<file path="src/rtl/pipelined_block_subtractor.sv">
// -----------------------------------------------------------------------------
// pipelined_block_subtractor
//
// Pipelined N-bit unsigned subtractor computing diff = A - B - bin. The
// operands are cut into STAGES slices of W = N/STAGES bits. Stage k subtracts
// slice k using the borrow registered by stage k-1. Finished low slices and
// still-unconsumed high operand slices travel with each transaction in skew
// registers, so every stage accepts a new transaction every cycle.
//
// Handshake: adv = !out_valid || out_ready moves the whole pipe one step.
// Bubbles are not collapsed. in_ready equals adv.
//
// Optional feature (macro SUB_OVF_FLAG_EN): adds the output ovf, which is
// the signed two's-complement overflow of A - B - bin. It is aligned with
// diff.
//
// Ports:
//   clk        rising-edge clock
//   reset      synchronous, active-high reset
//   in_valid   A/B/bin are valid this cycle
//   in_ready   the pipe accepts input this cycle
//   A, B       N-bit unsigned minuend and subtrahend
//   bin        borrow-in
//   out_valid  diff/bout are valid
//   out_ready  the consumer accepts the output
//   diff       (A - B - bin) mod 2^N
//   bout       borrow-out, 1 iff A < B + bin
//   ovf        signed overflow (only with SUB_OVF_FLAG_EN)
//
// N must be a multiple of STAGES.
// -----------------------------------------------------------------------------
module pipelined_block_subtractor #(
  parameter int N      = 32,
  parameter int STAGES = 4
) (
  input  logic         clk,
  input  logic         reset,
  input  logic         in_valid,
  output logic         in_ready,
  input  logic [N-1:0] A,
  input  logic [N-1:0] B,
  input  logic         bin,
  output logic         out_valid,
  input  logic         out_ready,
  output logic [N-1:0] diff,
  output logic         bout
`ifdef SUB_OVF_FLAG_EN
  ,
  output logic         ovf
`endif
);

  localparam int W = N / STAGES;

  logic adv;

  // The whole pipe advances unless a valid result is waiting on the consumer.
  assign adv      = !out_valid || out_ready;
  assign in_ready = adv;

  for (genvar k = 0; k < STAGES; k++) begin : g_stage
    localparam int LO = k * W;   // result bits finished before this stage
    localparam int HI = LO + W;  // result bits finished after this stage

    // Operand bits not consumed yet. The slice for this stage sits at the bottom.
    logic [N-LO-1:0] a_up;
    logic [N-LO-1:0] b_up;
    logic            bor_in;
    logic            vld_in;
    logic [W:0]      sub;
    logic [HI-1:0]   res_new;
    logic [HI-1:0]   res_d, res_q;
    logic            bor_d, bor_q;
    logic            vld_d, vld_q;

    // Bit W of the (W+1)-bit difference is the slice borrow-out.
    assign sub = {1'b0, a_up[W-1:0]} - {1'b0, b_up[W-1:0]} - {{W{1'b0}}, bor_in};

    if (k == 0) begin : g_src
      assign a_up    = A;
      assign b_up    = B;
      assign bor_in  = bin;
      assign vld_in  = in_valid && in_ready;
      assign res_new = sub[W-1:0];
    end else begin : g_src
      assign a_up    = g_stage[k-1].g_skew.a_q;
      assign b_up    = g_stage[k-1].g_skew.b_q;
      assign bor_in  = g_stage[k-1].bor_q;
      assign vld_in  = g_stage[k-1].vld_q;
      assign res_new = {sub[W-1:0], g_stage[k-1].res_q};
    end

    // Next state of the stage: load on advance, otherwise hold.
    always_comb begin
      res_d = res_q;
      bor_d = bor_q;
      vld_d = vld_q;
      if (adv) begin
        res_d = res_new;
        bor_d = sub[W];
        vld_d = vld_in;
      end else begin
        res_d = res_q;
        bor_d = bor_q;
        vld_d = vld_q;
      end
    end

    // Stage registers. Reset flushes the stage.
    always_ff @(posedge clk) begin
      if (reset) begin
        res_q <= '0;
        bor_q <= 1'b0;
        vld_q <= 1'b0;
      end else begin
        res_q <= res_d;
        bor_q <= bor_d;
        vld_q <= vld_d;
      end
    end

    // The last stage has no unconsumed operand bits left to skew.
    if (k < STAGES - 1) begin : g_skew
      localparam int RW = N - HI;

      logic [RW-1:0] a_d, a_q;
      logic [RW-1:0] b_d, b_q;

      // Forward the upper operand slices on advance.
      always_comb begin
        a_d = a_q;
        b_d = b_q;
        if (adv) begin
          a_d = a_up[N-LO-1:W];
          b_d = b_up[N-LO-1:W];
        end else begin
          a_d = a_q;
          b_d = b_q;
        end
      end

      // Skew registers for the operands.
      always_ff @(posedge clk) begin
        if (reset) begin
          a_q <= '0;
          b_q <= '0;
        end else begin
          a_q <= a_d;
          b_q <= b_d;
        end
      end
    end
  end

  assign diff      = g_stage[STAGES-1].res_q;
  assign bout      = g_stage[STAGES-1].bor_q;
  assign out_valid = g_stage[STAGES-1].vld_q;

`ifdef SUB_OVF_FLAG_EN
  // The operand sign bits reach the last stage as the top bits of its slice.
  logic a_sign, b_sign, d_sign;
  logic ovf_d, ovf_q;

  assign a_sign = g_stage[STAGES-1].a_up[W-1];
  assign b_sign = g_stage[STAGES-1].b_up[W-1];
  assign d_sign = g_stage[STAGES-1].sub[W-1];

  // Overflow happens when the operand signs differ and the result sign differs from A.
  always_comb begin
    ovf_d = ovf_q;
    if (adv) begin
      ovf_d = (a_sign != b_sign) && (d_sign != a_sign);
    end else begin
      ovf_d = ovf_q;
    end
  end

  // Overflow flag register. It is aligned with the last stage.
  always_ff @(posedge clk) begin
    if (reset) begin
      ovf_q <= 1'b0;
    end else begin
      ovf_q <= ovf_d;
    end
  end

  assign ovf = ovf_q;
`endif

endmodule

</file>
<file path="config.mk">
export PLATFORM = sky130hd
export DESIGN_NAME = pipelined_block_subtractor
export DESIGN_NICKNAME = d
export VERILOG_FILES = /design/src/rtl/pipelined_block_subtractor.sv
export SDC_FILE = /design/constraint.sdc
export NUM_CORES = 1
export LEC_CHECK = 0
export CORE_MARGIN = 2
export CORE_UTILIZATION = 60
export CTS_BUF_LIST = sky130_fd_sc_hd__clkbuf_8
export DETAILED_ROUTE_END_ITERATION = 6
export PLACE_DENSITY_LB_ADDON = 0.25
export SYNTH_ARGS = -nofsm -noshare
export SYNTH_HDL_FRONTEND = slang
export SYNTH_SLANG_ARGS = --single-unit
</file>
<file path="constraint.sdc">
create_clock -name clk -period 3.5 [get_ports clk]
set_input_delay 0.875 -clock clk [delete_from_list [all_inputs] [get_ports clk]]
set_output_delay 0.875 -clock clk [all_outputs]
set_load 0.005 [all_outputs]
</file>
==> impl_metrics.env <==
export IMPL_antenna_cells=0
export IMPL_drt_initial_drc_count=641
export IMPL_overflow=0
export IMPL_wl_mm=16.0
export IMPL_timing_fmax_mhz=329
export IMPL_grt_pass1_wl_mm=27.2
export IMPL_initial_core_util_pct=62.2
export IMPL_post_cts_buffers=0
export IMPL_routedWlPerCell_um=12.2
export IMPL_synth_flop_cell="dfxtp_1"
export IMPL_syn2layout_area_growth_pct=17.0
export IMPL_drc=0
export IMPL_tritoncts="done"
export IMPL_cts_hold_buf=0
export IMPL_gp_congestion=0.848
export IMPL_drive_gt1_share_pct=3.52
export IMPL_die_x_um=122
export IMPL_final_common_cell="nand2_1"
export IMPL_hold_path_class="register to register"
export IMPL_dpl_hpwl_mm=10.3
export IMPL_crit_path_end_kind="output port"
export IMPL_port_buffers=103
export IMPL_combPwrFrac_pct=18.1
export IMPL_worst_path_max_fanout=27
export IMPL_grt_antenna_before_repair=0
export IMPL_fin_cells=1311
export IMPL_ys_warn_count=0
export IMPL_synthArstFlopShare_pct=0
export IMPL_ys_ff_latch=184
export IMPL_syn_nets=1193
export IMPL_clk_pin_slew_worst_paths_ps=80
export IMPL_clkSinkCount=184
export IMPL_rows=42
export IMPL_synthDistinctLibCells=42
export IMPL_fp_coreArea_um2=13300
export IMPL_dpl_cell_count=1280
export IMPL_path_class="input port to output port"
export IMPL_clock_latency_ps=450
export IMPL_htreeDepth=4
export IMPL_fin_crit_sh_pct=86.8
export IMPL_rsz0062_at_grt="false"
export IMPL_ctsResizeCount=0
export IMPL_dpl_worst_slack_ps=326
export IMPL_numCtsBuffers=17
export IMPL_fillers=1103
export IMPL_setup_slack_ps=463
export IMPL_leakage_nw=4.09
export IMPL_crit_arrival_ps=2160
export IMPL_min_period_ps=3040
export IMPL_cap_violations=0
export IMPL_vias_per_cell=5.09
export IMPL_grt_max_degree=180
export IMPL_finalSetupViolCount=0
export IMPL_hold_violations=0
export IMPL_ctsLongestPathBuffers=2
export IMPL_switching_share_pct=25.8
export IMPL_slew_violations=0
export IMPL_p_per_area_nw_per_um2=480
export IMPL_synthCells=1060
export IMPL_ant_nets=0
export IMPL_critPathLaunchType="input port"
export IMPL_grt_pass1_vias=5872
export IMPL_status="completed"
export IMPL_vdd_ir_drop_max_v=0.000303
export IMPL_p_switching_mw=1.20
export IMPL_max_slew_margin_pct=51.3
export IMPL_io_pins=104
export IMPL_synth_area_um2=8300
export IMPL_p_int_mw=3.46
export IMPL_vias=6676
export IMPL_nets=1256
export IMPL_worst_pin_slew_ps=730
export IMPL_root_buffer="clkbuf_8"
export IMPL_ys_seq_area_share_pct=44.4
export IMPL_p_clk_share_pct=31.2
export IMPL_pwr_share_seq_pct=50.7
export IMPL_final_cell_mix="340 x nand2_1, 184 x dfxtp_1, 174 x a21oi_1"
export IMPL_setup_tns_ps=0
export IMPL_synth_edff_count=0
export IMPL_track_usage_pct=22.7
export IMPL_die_area_um2=14800
export IMPL_die_h_um=122
export IMPL_finalClockSkew_ps=10.5
export IMPL_syn_area_per_cell_um2=7.83
export IMPL_first_pass_iters=4
export IMPL_crit_required_ps=2620
==> power groups by stage <==
stage | clock network (mW) | logic [mW] | registers [mW]
3_5_place_dp | 0 | 0.841 | 2.41
4_1_cts | 1.49 | 0.851 | 2.36
3_3_place_gp | 0 | 0.816 | 2.41
2_1_floorplan | 0 | 0.564 | 2.39
6_report | 1.45 | 0.843 | 2.36
5_1_grt | 1.57 | 0.961 | 2.38
==> layer usage <==
| layer | share of wire [%] | global-route usage (%) |
|---|---|---|
| met5 | 0 | 0 |
| met4 | 0.77 | 5.82 |
| met3 | 3.6 | 4.96 |
| met2 | 48 | 35.4 |
| met1 | 48 | 32.1 |
==> per-stage QoR <==
step	hold slack [ps]	cell area (um^2)	util, %	power (mW)
CTS	453	9710	72.7	4.70
floorplan	429	8300	-	2.95
global route	468	9710	72.7	4.91
finish	449	9710	72.7	4.66
global placement	438	9310	69.7	3.22
detailed placement	441	9310	69.7	3.25
==> final cells by class <==
| type | count | area (um^2) | share of cell area, % |
|---|---|---|---|
| repair buffers | 106 | 1090 | 11.2 |
| clock inverters | 14 | 168 | 1.73 |
| multi-input cells | 725 | 3980 | 41.0 |
| inverters | 89 | 339 | 3.49 |
| clock buffers | 17 | 234 | 2.41 |
| flip-flops and latches | 184 | 3680 | 37.9 |
| well taps | 176 | 220 | 2.27 |
==> Yosys cell counts, types with 4 or more instances <==
| master | instances | area (um^2) |
|---|---|---|
| a211oi_1 | 10 | 75.1 |
| a21boi_1 | 4 | 30.0 |
| a21oi_1 | 174 | 871 |
| and3_1 | 10 | 62.6 |
| buf_2 | 30 | 150 |
| clkbuf_1 | 25 | 93.8 |
| dfxtp_1 | 184 | 3680 |
| fa_1 | 8 | 160 |
| ha_1 | 56 | 701 |
| inv_1 | 88 | 330 |
| mux2i_1 | 6 | 60.1 |
| nand2_1 | 340 | 1280 |
| nor2_1 | 27 | 101 |
| nor2b_1 | 5 | 31.3 |
| nor3_1 | 7 | 35.0 |
| o211ai_1 | 8 | 60.1 |
| o21ai_0 | 12 | 60.1 |
| o21ai_1 | 6 | 30.0 |
| o221ai_1 | 4 | 35.0 |
| o22ai_1 | 4 | 25.0 |
| or2_2 | 4 | 25.0 |
| xnor2_1 | 14 | 123 |
| xor2_1 | 5 | 43.8 |
==> state kept, by name, summed over array words and instances, names as in the netlist <==
register            count
g_stage.res_q          48
g_stage.g_skew.a_q     48
bout                    1
diff                   32
g_stage.vld_q           3
out_valid               1
g_stage.bor_q           3
g_stage.g_skew.b_q     48
==> logic make-up (layout without fill, tap and decap cells) <==
| kind of cell | Yosys count | in the layout | share of synthesized area [%] |
|---|---|---|---|
| muxes | 6 | 6 | 0.724 |
| AOI/OAI and AO/OA | 230 | 230 | 15.2 |
| buffers and inverters | 151 | 226 | 7.77 |
| adders and majority gates | 64 | 64 | 10.4 |
| xor gates and xnor gates | 19 | 19 | 2.01 |
| and+or+nand+nor | 406 | 406 | 19.5 |
| DFF | 184 | 184 | 44.4 |
==> path summary, 6_finish.rpt <==
path,start,cells past startpoint,endpoint,slack (ps)
setup reg to reg,g_stage[0].bor_q,8,g_stage[1].res_q[12],1260
setup / recovery,out_ready,4,in_ready,460
hold / removal,g_stage[0].res_q[2],2,g_stage[1].res_q[2],450
hold reg to reg,g_stage[0].res_q[2],2,g_stage[1].res_q[2],450
==> worst max-delay path, stage by stage <==
cell	delay, ps
clkdlybuf4s50_1	500
nor2b_4	70
inv_6	160
clkdlybuf4s50_1	550
Power figures use the tool's default switching activity.
